--- config.mk ---
export PLATFORM = sky130hd
export DESIGN_NAME = div_unit
export DESIGN_NICKNAME = d
export VERILOG_FILES = /design/src/rtl/div_unit_pkg.sv /design/src/rtl/div_unit_step.sv /design/src/rtl/div_unit.sv
export SDC_FILE = /design/constraint.sdc
export NUM_CORES = 1
export LEC_CHECK = 0
export ABC_AREA = 1
export BUFFER_PORTS_ARGS = -buffer_cell sky130_fd_sc_hd__buf_2
export CAP_MARGIN = 10
export CORE_ASPECT_RATIO = 1.5
export CORE_MARGIN = 10
export CORE_UTILIZATION = 23
export DETAILED_ROUTE_END_ITERATION = 8
export PLACE_DENSITY_LB_ADDON = 0.05
export SLEW_MARGIN = 40
export SYNTH_ARGS = -nofsm -noshare
export SYNTH_HDL_FRONTEND = slang
export SYNTH_SLANG_ARGS = --single-unit
--- constraint.sdc ---
create_clock -name clk -period 6.45 [get_ports clk]
set_input_delay 0.9675 -clock clk [delete_from_list [all_inputs] [get_ports clk]]
set_output_delay 0.9675 -clock clk [all_outputs]
set_load 0.03 [all_outputs]
--- src/rtl/div_unit_pkg.sv ---
// Shared opcodes and FSM state encodings for the EX-stage divider.
package div_unit_pkg;

  localparam logic [7:0] EXE_DIV_OP  = 8'b00011010;
  localparam logic [7:0] EXE_DIVU_OP = 8'b00011011;

  typedef enum logic [1:0] {
    DIV_IDLE = 2'b00,
    DIV_ON   = 2'b01,
    DIV_ZERO = 2'b10,
    DIV_END  = 2'b11
  } div_state_t;

endpackage

--- src/rtl/div_unit_step.sv ---
// One restoring shift-subtract step on a {partial_rem, quotient} accumulator.
module div_step #(
  parameter int WIDTH = 32
) (
  input  logic [2*WIDTH-1:0] acc,
  input  logic [WIDTH-1:0]   divisor,
  output logic [2*WIDTH-1:0] acc_next
);

  // Partial remainder after the shift; one extra bit because the shift can carry past WIDTH.
  logic [WIDTH:0]   rem_sh;
  logic [WIDTH-1:0] rem_sub;

  // Shift in the next dividend bit, subtract when it fits, record the quotient bit.
  always_comb begin
    rem_sh  = acc[2*WIDTH-1:WIDTH-1];
    rem_sub = rem_sh[WIDTH-1:0] - divisor;
    if (rem_sh >= {1'b0, divisor}) begin
      acc_next = {rem_sub, acc[WIDTH-2:0], 1'b1};
    end else begin
      acc_next = {rem_sh[WIDTH-1:0], acc[WIDTH-2:0], 1'b0};
    end
  end

endmodule

--- src/rtl/div_unit.sv ---
// Multi-cycle signed/unsigned divider; stalls the pipeline until {rem, quo} is ready.
module div_unit
  import div_unit_pkg::*;
#(
  parameter int WIDTH = 32
) (
  input  logic                 clk,
  input  logic                 rst,
  input  logic [7:0]           alucontrolE,
  input  logic [WIDTH-1:0]     srca,
  input  logic [WIDTH-1:0]     srcb,
  input  logic                 flushE,
  output logic                 stall_div,
  output logic                 div_ready,
  output logic [2*WIDTH-1:0]   div_result
);

  localparam logic [5:0] LAST_STEP = 6'(WIDTH - 1);

  div_state_t state, state_next;
  logic [5:0]           cnt;
  logic [2*WIDTH-1:0]   acc, acc_next;
  logic [WIDTH-1:0]     divisor;
  logic                 neg_q, neg_r;
  logic                 is_div, is_signed_op, start;
  logic signed [WIDTH-1:0] srca_s, srcb_s;

  // Magnitude of an operand; unsigned ops pass through untouched.
  // The most negative value maps onto itself, which is the correct unsigned magnitude.
  function automatic logic [WIDTH-1:0] magnitude(input logic signed [WIDTH-1:0] x,
                                                 input logic sgn);
    logic [WIDTH-1:0] m;
    m = (sgn && x[WIDTH-1]) ? -x : x;
    return m;
  endfunction

  // Sign correction: quotient negated on sign mismatch, remainder follows the dividend.
  function automatic logic [2*WIDTH-1:0] fixup(input logic [2*WIDTH-1:0] raw,
                                               input logic nq, input logic nr);
    logic [WIDTH-1:0] q, r;
    q = raw[WIDTH-1:0];
    r = raw[2*WIDTH-1:WIDTH];
    if (nq) q = -q;
    if (nr) r = -r;
    return {r, q};
  endfunction

  assign srca_s       = srca;
  assign srcb_s       = srcb;
  assign is_signed_op = (alucontrolE == EXE_DIV_OP);
  assign is_div       = is_signed_op || (alucontrolE == EXE_DIVU_OP);
  assign start        = is_div && (state == DIV_IDLE) && !flushE;

  div_step #(.WIDTH(WIDTH)) u_step (
    .acc      (acc),
    .divisor  (divisor),
    .acc_next (acc_next)
  );

  // State register.
  always_ff @(posedge clk) begin
    if (rst) state <= DIV_IDLE;
    else     state <= state_next;
  end

  // Next-state logic; a flush abandons any division in flight.
  always_comb begin
    state_next = state;
    if (state != DIV_IDLE && flushE) begin
      state_next = DIV_IDLE;
    end else begin
      case (state)
        DIV_IDLE: if (start) state_next = (srcb == '0) ? DIV_ZERO : DIV_ON;
        DIV_ON:   if (cnt == LAST_STEP) state_next = DIV_END;
        DIV_ZERO: state_next = DIV_END;
        default:  state_next = DIV_IDLE;
      endcase
    end
  end

  // Outputs: stall covers the start cycle and every busy cycle, but not the result cycle.
  always_comb begin
    stall_div = start || (state == DIV_ON) || (state == DIV_ZERO);
    div_ready = (state == DIV_END);
  end

  // Datapath: operand capture at start, one step per busy cycle, result captured on the last step.
  always_ff @(posedge clk) begin
    if (rst) begin
      cnt        <= '0;
      acc        <= '0;
      divisor    <= '0;
      neg_q      <= 1'b0;
      neg_r      <= 1'b0;
      div_result <= '0;
    end else begin
      case (state)
        DIV_IDLE: begin
          if (start) begin
            acc     <= {{WIDTH{1'b0}}, magnitude(srca_s, is_signed_op)};
            divisor <= magnitude(srcb_s, is_signed_op);
            neg_q   <= is_signed_op && (srca[WIDTH-1] ^ srcb[WIDTH-1]);
            neg_r   <= is_signed_op && srca[WIDTH-1];
            cnt     <= '0;
          end
        end
        DIV_ON: begin
          if (!flushE) begin
            acc <= acc_next;
            cnt <= cnt + 6'd1;
            if (cnt == LAST_STEP) div_result <= fixup(acc_next, neg_q, neg_r);
          end
        end
        DIV_ZERO: begin
          if (!flushE) div_result <= '0;
        end
        default: ;
      endcase
    end
  end

endmodule

== Word level (Yosys, flattened, before mapping) ==
Index checks and enable logic that the tools add are counted.

* Bits in registers: 170
* Input bits: 75
* Output and inout port bits: 66
* Logic and storage cells: 64

* $add $sub $neg: 6
* $lt $le $gt $ge: 1
* Equal/unequal tests: 10
* Multiplexer cells: 19
* Bitwise gates (word level): 1
* Reductions and logical operators: 20

{| class="wikitable"
|+ Operator list
! kind !! count
|-
| two-way mux 64 bit || 6
|-
| one-hot mux 64 bit (2 select lines) || 2
|-
| two-way mux 32 bit || 4
|-
| negator 32 bit || 4
|-
| greater-or-equal comparator 33 x 32 -> 1 bit || 1
|-
| zero test 32 bit || 1
|-
| subtractor 32 bit || 1
|-
| equality test 8 x 5 -> 1 bit, second input constant || 2
|-
| two-way mux 6 bit || 2
|-
| one-hot mux 6 bit (2 select lines) || 1
|-
| != test 2 bit, second input constant || 4
|-
| adder 6 x 1 -> 6 bit, second input constant || 1
|-
| equality test 6 x 5 -> 1 bit, second input constant || 1
|-
| logical AND 1 bit || 6
|-
| two-way mux 2 bit || 3
|-
| one-hot mux 2 bit (3 select lines) || 1
|-
| nonzero test 2 bit || 3
|-
| equality test 2 bit, second input constant || 2
|-
| AND reduction 2 bit || 2
|-
| AND reduction 4 bit || 1
|-
| logical OR 1 bit || 3
|-
| AND reduction 3 bit || 1
|-
| equality test 2 x 1 -> 1 bit, second input constant || 1
|-
| zero test 2 bit || 1
|-
| 3 further kinds || 3
|}

== Logic depth before layout (Yosys ltp) ==
Gate-level depths: netlist of the first run.

* Depth in word-level cells: 7
* Mapped depth: 28
* Gate-level depth less buffers: 28

== Cells and area by module ==
From an unflattened synthesis of the first run, not the netlist that was laid out.

* Cell total of the unflattened synthesis: 2300
* Area, all modules: 13736.9 um2

{| class="wikitable"
|+ By module, submodules not included
! module !! times used !! cells an instance !! area each (um2) !! sequential area each (um2)
|-
| div_unit || 1 || 1619 || 10317.4 || 3403.3
|-
| div_step || 1 || 681 || 3419.5 || 0.0
|}

== Worst setup path after synthesis of the first run ==
OpenSTA, ideal clock, no wires.

* Path type: register to register
* Start: reg divisor[24]
* End: reg div_result[30]
* Setup time: 0.070 ns
* Arrival time: 3.302 ns
* Required time: 6.380 ns
* Slack: 3.078 ns
* Stages on the path, launching flop included: 27
* Buffers on the path: 0
* Clock period less this slack: 3.372 ns
* Cell sequence: dfxtp_1 > inv_1 > ha_1 > nand2_2 > inv_1 > a21oi_2 > nand2_1 > nand2_1 > nand2_1 > nor2_4 > nand2_8 > inv_2 > ha_1 > inv_1 > nor3_1 > nand3_1 > nor3_1 > nand3_1 > nor2_1 > nand3_1 > nor2_1 > nand3_1 > nand2_1 > o21ai_0 > a21oi_1 > o21ai_0 > a21oi_1

* Word-level cells in the longest chain between the ends: 7

{| class="wikitable"
|+ RTL lines
! item !! line !! RTL
|-
| start: declaration || div_unit.sv:23 || <nowiki>logic [WIDTH-1:0] divisor;</nowiki>
|-
| start signal: assignment || div_unit.sv:101 || <nowiki>divisor <= magnitude(srcb_s, is_signed_op);</nowiki>
|-
| greater-or-equal comparator 33 x 32 -> 1 bit || div_unit_step.sv:18 || <nowiki>if (rem_sh >= {1'b0, divisor}) begin</nowiki>
|-
| two-way mux 64 bit || div_unit_step.sv:18 ||
|-
| negator 32 bit || div_unit.sv:43 || <nowiki>if (nq) q = -q;</nowiki>
|-
| two-way mux 32 bit || div_unit.sv:43 ||
|-
| two-way mux 64 bit || div_unit.sv:111 || <nowiki>if (cnt == LAST_STEP) div_result <= fixup(acc_next, neg_q, neg_r);</nowiki>
|-
| two-way mux 64 bit || div_unit.sv:108 || <nowiki>if (!flushE) begin</nowiki>
|-
| one-hot mux 64 bit (2 select lines) || div_unit.sv:97 || <nowiki>case (state)</nowiki>
|-
| end signal: assignment || div_unit.sv:111 ||
|-
| end: declaration || div_unit.sv:15 || <nowiki>output logic [2*WIDTH-1:0] div_result</nowiki>
|}

Every way passes these cells. The select of a mux whose other input is x is not followed.
A chain may end at the register's enable or synchronous reset.

== Worst setup path in the final report of the first run ==
* Start: reg divisor[8]
* End: reg div_result[28]

Same word-level chain as after synthesis.

==> flow_summary.json, run 1 <==
{
  "drt-initial-drc-count": 565,
  "initial_core_util": 0.233,
  "synth-async-reset-ratio": 0,
  "grt_setup_unrepaired": "false",
  "worstMarginPinSlew_ns": 0.844,
  "cp_num_buf_inv": 5,
  "syn_avg_cell_area_um2": 6.09,
  "drt-wirelength-per-cell_um": 21.0,
  "grt_antenna_before_repair": 0,
  "power_frac_clock": 0.431,
  "status": "finished clean",
  "num-nets-final": 2315,
  "hp-class": "flop to flop",
  "worstPathMaxFanout": 51,
  "cts_tree": "yes",
  "synth_cell_types": 54,
  "max_stage_delay_ns": 0.35,
  "rows": 105,
  "end_kind": "flop",
  "crit_top_cell": "nand3_1",
  "arrival_ns": 5.26,
  "hold_depth": 2,
  "cpMaxStageDelayCell": "ha_1",
  "setup_tns_ns": 0,
  "final_area_um2": 14700,
  "die_h_um": 309,
  "syn_area_um2": 12800,
  "slew_headroom": 0.437,
  "numPlacedInstances": 2874,
  "synthAdderAreaFrac": 0.0417,
  "intPower_w": 0.00180,
  "ys.flop_type": "dfxtp_1",
  "fillers": 6333,
  "hpwl_mm": 49.4,
  "cts_sinks": 170,
  "die-area_um2": 65600,
  "cts_buffers": 17,
  "synth_compound_area_frac": 0.154,
  "powerDensity_nw_per_um2": 181,
  "drc": 0,
  "ios": 141,
  "ys_ff_latch": 170,
  "p_sw_frac": 0.325,
  "clk_pin_slew_ns": 0.08,
  "grt_usage": 0.187,
  "fp.coreArea_um2": 54900,
  "diodes": 0,
  "fin_crit_sh": 0.755,
  "synth-xor-area-share": 0.0479,
  "htree_levels": 4,
  "clockBufferDepth": 2,
  "drt-total-wl_mm": 61.0,
  "grt_pass1_wl_mm": 90.3,
  "overflow": 0,
  "cp.depth": 27,
  "crit_family": "simple AND/OR/NAND/NOR gates",
  "die_w_um": 213,
  "syn_to_final_growth_pct": 15.2,
  "leakage_nw": 6.96,
  "layout.cells.non_filler": 2906,
  "synth_top_family_by_area": "simple AND/OR/NAND/NOR gates",
  "viasPerCell": 4.65,
  "finClkSkew_ns": 0.0145,
  "vias": 13500,
  "ys_seq_area_frac": 0.266,
  "worstRegToRegCells": 27,
  "grt_max_degree": 82,
  "dp_worst_setup_slack_ns": 1.64,
  "final_hold_viol_count": 0,
  "power_switching_w": 0.000868,
  "first_pass_iters": 5,
  "ctsHoldBuffers": 0,
  "muxShareOfSynthArea": 0,
  "synth-simple-area-share": 0.371,
  "synth_edf_count": 0,
  "cts-root-buf": "clkbuf_16",
  "cap_viol_max_count": 0,
  "worstSetupStartpointType": "flop",
  "io_buffer_count": 140,
  "combPwrFrac": 0.173,
  "setup_viol": 0,
  "required_ns": 6.84,
  "report.final.slew_viol_count": 0,
  "finalWorstSetupSlack_ns": 1.58,
  "power_frac_seq": 0.396,
  "peakVddDrop_v": 0.000196,
  "fmax_ghz": 0.205,
  "syn_inst": 2100,
  "clock_insertion_delay_worst_skew_ns": 0.47,
  "critPathKind": "flop to flop",
  "p_total_w": 0.00267,
  "ys_warn_count": 0,
  "cts_setup_buffers": 0,
  "grt_pass1_vias": 13900,
  "finalCriticalPeriod_ns": 4.87,
  "placed_cell_area_um2": 14100,
  "synth.net_count": 2217,
  "postRouteAntennaNets": 0,
  "gp_congestion": 0.916,
  "cts-resized-gates": 0,
  "drive_gt1_frac": 0.131
}
## state kept, by name (all words and copies together), names as in the netlist
name and cells:
acc 64, neg_q 1, neg_r 1, state 2, div_result 64, divisor 32
cnt 6
## worst register-to-register path: stages (launching register included)
cell,delay [ns]
dfxtp_1,0.31
inv_1,0.05
ha_1,0.35
nand2_2,0.16
inv_2,0.04
nand2_1,0.06
nand2_1,0.08
inv_2,0.06
nand3_2,0.13
nand2_1,0.14
nand2_2,0.08
nand2_4,0.29
nand2_8,0.36
inv_2,0.35
ha_1,0.19
inv_1,0.05
nor3_1,0.21
nand3_1,0.15
nor3_1,0.27
nand3_1,0.20
nor2_1,0.20
nand3_1,0.14
nor2_1,0.22
nand3_1,0.13
o21ai_0,0.22
or2_2,0.14
nand3_1,0.05
a21oi_1,0.16
## cells in the mapped netlist (3+ instances only)
master    number  area share
o21ai_0       85       0.033
clkbuf_1      50       0.015
o22ai_1       10      0.0049
nand3_1      140       0.055
o21ai_2        3      0.0021
dfxtp_1      170        0.27
nand2_1      619        0.18
o21ai_1       10      0.0039
xor2_1        42       0.029
nor3b_1        3      0.0018
nand4_1       19      0.0093
o211ai_1      15      0.0088
nand3b_1      11      0.0065
and2_1         4      0.0020
inv_1        289       0.085
buf_1          3     0.00088
o21bai_1       5      0.0029
a221oi_1       3      0.0021
a21o_1         4      0.0023
nand2_2       36       0.018
buf_6          7      0.0062
buf_2         12      0.0047
nor3_1        31       0.012
nor4_1         9      0.0044
nand3_2        5      0.0039
nor2_2        15      0.0073
xnor2_1       28       0.019
inv_2         15      0.0044
a31oi_1       23       0.011
or2_2          6      0.0029
nor2_4        10      0.0088
nand2_4        4      0.0035
ha_1          41       0.040
nor2_1       158       0.046
or2_1          3      0.0015
a21oi_1      188       0.074
## power by group through the flow
stage / registers, W / clock network [W] / logic [W]
2_1_floorplan: 0.00109 / 0 / 0.000293
3_3_place_gp: 0.00108 / 0 / 0.000474
3_5_place_dp: 0.00108 / 0 / 0.000471
4_1_cts: 0.00106 / 0.00119 / 0.000474
5_1_grt: 0.00106 / 0.00123 / 0.000514
6_report: 0.00106 / 0.00115 / 0.000462
## stage by stage
stage	hold slack [ns]	util
finish	0.469	0.268
global route	0.484	0.268
CTS	0.470	0.268
detailed placement	0.457	0.257
global placement	0.457	0.256
floorplan	0.448	-
## layer usage
| layer | share of wire | vias to the layer above | global-route usage |
|---|---|---|---|
| met1 | 0.35 | 6394 | 0.175 |
| met3 | 0.021 | 57 | 0.0242 |
| met5 | 0 | - | 0 |
| met4 | 0.036 | 0 | 0.0746 |
| li1 | - | 6895 | - |
| met2 | 0.59 | 174 | 0.388 |
## cell families (layout without fill, tap and decap cells)
| family | after synthesis | in the layout |
|---|---|---|
| adder cells (fa/ha/maj) | 42 | 42 |
| flip-flops | 170 | 170 |
| XOR/XNOR | 70 | 70 |
| buffers and inverters | 380 | 491 |
| AO/OA/AOI/OAI | 359 | 359 |
| AND/OR/NAND/NOR | 1079 | 1079 |
## area by class of cell
cell class / count / area [um2] / share of cell area
clock buffer: 17 / 425 / 0.0289
clock inverter: 15 / 205 / 0.0139
inverter: 306 / 1150 / 0.0779
multi-input combinational: 1550 / 7870 / 0.534
sequential: 170 / 3400 / 0.231
tap: 695 / 870 / 0.0590
timing repair buffer: 153 / 812 / 0.0551
## path summary, 6_finish.rpt
| path | from | end | slack (ns) |
|---|---|---|---|
| min | div_result[58] | div_result[58] | 0.47 |
| min reg2reg | div_result[58] | div_result[58] | 0.47 |
| max reg2reg | divisor[8] | div_result[28] | 1.58 |
| max | divisor[8] | div_result[28] | 1.58 |
## cell usage in the layout (no fill, tap or decap), types with 4 or more instances in the layout
cell	count
nand3_2	5
buf_4	12
ha_1	41
and2_1	4
o21ai_1	13
inv_1	288
clkbuf_16	17
nor2_4	10
nand2_4	4
a21oi_1	188
nor4_1	9
nand3_1	140
or2_2	6
xnor2_1	27
inv_6	6
nand2_2	36
dfxtp_1	170
a31oi_1	23
buf_2	139
nand4_1	19
nor2_2	15
nor2_1	158
o21ai_0	82
xor2_1	42
a21o_1	4
o22ai_1	10
o21bai_1	5
nand2_1	619
inv_2	16
nand3b_1	11
o211ai_1	15
nor3_1	31
No activity file was read; power rests on OpenSTA's default activity.
==> run 2: changes to the inputs <==
==> constraint.sdc (replaced) <==
create_clock -name clk -period 4.57 [get_ports clk]
set_input_delay 0.6855 -clock clk [delete_from_list [all_inputs] [get_ports clk]]
set_output_delay 0.6855 -clock clk [all_outputs]
set_load 0.03 [all_outputs]
==> run 2 against run 1 <==
  * Die area unchanged
  * Clock power is 33% higher
  * Register-to-register slack worse by 0.94 ns
  * Wire length shrank 0.63%
  * Critical endpoint is now div_result[30]
  * Fmax is 24% higher
  * Cell count increased by 0.38%
  * Critical path type unchanged
  * Via count rose by 0.50%
  * Worst hold slack worse by 0.0039 ns
==> flow_summary.json, run 2 (same netlist as run 1, synthesis figures left out) <==
{
  "status": "finished clean",
  "fin_crit_sh": 0.861,
  "grt_setup_unrepaired": "false",
  "cts_setup_buffers": 0,
  "cts-root-buf": "clkbuf_16",
  "ios": 141,
  "cts_sinks": 170,
  "hp-class": "flop to flop",
  "final_common_cell": "nand2_1",
  "first_pass_iters": 5,
  "overflow": 0,
  "power_frac_clock": 0.415,
  "num-nets-final": 2326,
  "cts_buffers": 17,
  "syn_to_final_growth_pct": 15.5,
  "final_hold_viol_count": 0,
  "finClkSkew_ns": 0.0127,
  "rows": 105,
  "die-area_um2": 65600,
  "initial_core_util": 0.233,
  "slew_headroom": 0.455,
  "layout.cells.non_filler": 2917,
  "mostFrequentLayoutCells": "619 x nand2_1, 288 x inv_1, 188 x a21oi_1",
  "arrival_ns": 4.33,
  "critPathKind": "flop to flop",
  "grt_pass1_wl_mm": 89.2,
  "worstSetupStartpointType": "flop",
  "die_w_um": 213,
  "vias": 13600,
  "htree_levels": 4,
  "dp_worst_setup_slack_ns": 0.636,
  "clk_pin_slew_ns": 0.07,
  "end_kind": "flop",
  "die_h_um": 309,
  "numPlacedInstances": 2885,
  "fmax_ghz": 0.254,
  "cap_viol_max_count": 0,
  "grt_antenna_before_repair": 0,
  "drt-total-wl_mm": 60.6,
  "fp.coreArea_um2": 54900,
  "leakage_nw": 6.99,
  "fillers": 6295,
  "hpwl_mm": 48.6,
  "worstPathMaxFanout": 4,
  "combPwrFrac": 0.179,
  "diodes": 0,
  "io_buffer_count": 140,
  "ctsHoldBuffers": 0,
  "setup_viol": 0,
  "grt_max_degree": 65,
  "cts_tree": "yes",
  "clockBufferDepth": 2,
  "drt-wirelength-per-cell_um": 20.8,
  "grt_pass1_vias": 14000,
  "report.final.slew_viol_count": 0,
  "drive_gt1_frac": 0.134,
  "viasPerCell": 4.66,
  "intPower_w": 0.00248,
  "power_frac_seq": 0.406,
  "max_stage_delay_ns": 0.37,
  "drc": 0,
  "p_sw_frac": 0.328,
  "setup_tns_ns": 0,
  "peakVddDrop_v": 0.000275,
  "required_ns": 4.96,
  "finalCriticalPeriod_ns": 3.93,
  "cpMaxStageDelayCell": "ha_1",
  "cts-resized-gates": 0,
  "worstMarginPinSlew_ns": 0.818,
  "grt_usage": 0.185,
  "powerDensity_nw_per_um2": 249,
  "reg.largest.list": "acc (64), div_result (64), divisor (32)",
  "drt-initial-drc-count": 613,
  "clock_insertion_delay_worst_skew_ns": 0.47,
  "postRouteAntennaNets": 0,
  "power_switching_w": 0.00121,
  "finalWorstSetupSlack_ns": 0.636,
  "gp_congestion": 0.881
}
==> run 2: worst paths after layout <==
| kind | startpoint | end | slack [ns] | cells past startpoint |
|---|---|---|---|---|
| worst max-delay path | divisor[7] | div_result[30] | 0.64 | 28 |
| worst max register to register | divisor[7] | div_result[30] | 0.64 | 28 |
| worst min register to register | div_result[30] | div_result[30] | 0.46 | 2 |
| worst min-delay path | div_result[30] | div_result[30] | 0.46 | 2 |
==> run 2: critical path: cells and delay by family (launching register included) <==
kind | cells | cell delay (ns)
AOI/OAI and AO/OA | 4 | 0.48
DFF | 1 | 0.31
and+or+nand+nor | 17 | 2.28
buffers and inverters | 5 | 0.31
adders and majority gates | 2 | 0.50
==> run 2: layout make-up <==
| class | count | area (um2) | share of cell area |
|---|---|---|---|
| multi-input combinational | 1550 | 7870 | 0.532 |
| clock inverter | 11 | 110 | 0.00745 |
| inverter | 306 | 1150 | 0.0777 |
| sequential | 170 | 3400 | 0.230 |
| tap | 695 | 870 | 0.0589 |
| clock buffer | 21 | 470 | 0.0318 |
| timing repair buffer | 164 | 908 | 0.0615 |
==> run 2: power groups by stage <==
stage                     Sequential, W  Combinational (W)  Clock [W]
after floorplan                 0.00153           0.000413          0
after global routing            0.00149           0.000738    0.00161
final                           0.00149           0.000659    0.00153
after global placement          0.00153           0.000673          0
after CTS                       0.00149           0.000674    0.00157
after detailed placement        0.00153           0.000671          0
==> run 2: through the flow <==
stage          cell area [um2]   util  hold slack, ns  total power [W]
2_1_floorplan            12800      -           0.448          0.00195
3_3_place_gp             14200  0.258           0.454          0.00220
3_5_place_dp             14200  0.258           0.456          0.00220
4_1_cts                  14800  0.269           0.468          0.00374
5_1_grt                  14800  0.269           0.484          0.00384
6_report                 14800  0.269           0.465          0.00368
==> run 2: per-layer routing <==
layer	routed length (um)	share of wire	vias up	track usage
met5	0	0	-	0
met4	3000	0.050	0	0.0959
met3	2100	0.035	87	0.0309
met2	34200	0.56	252	0.370
met1	21300	0.35	6324	0.173
li1	-	-	6924	-
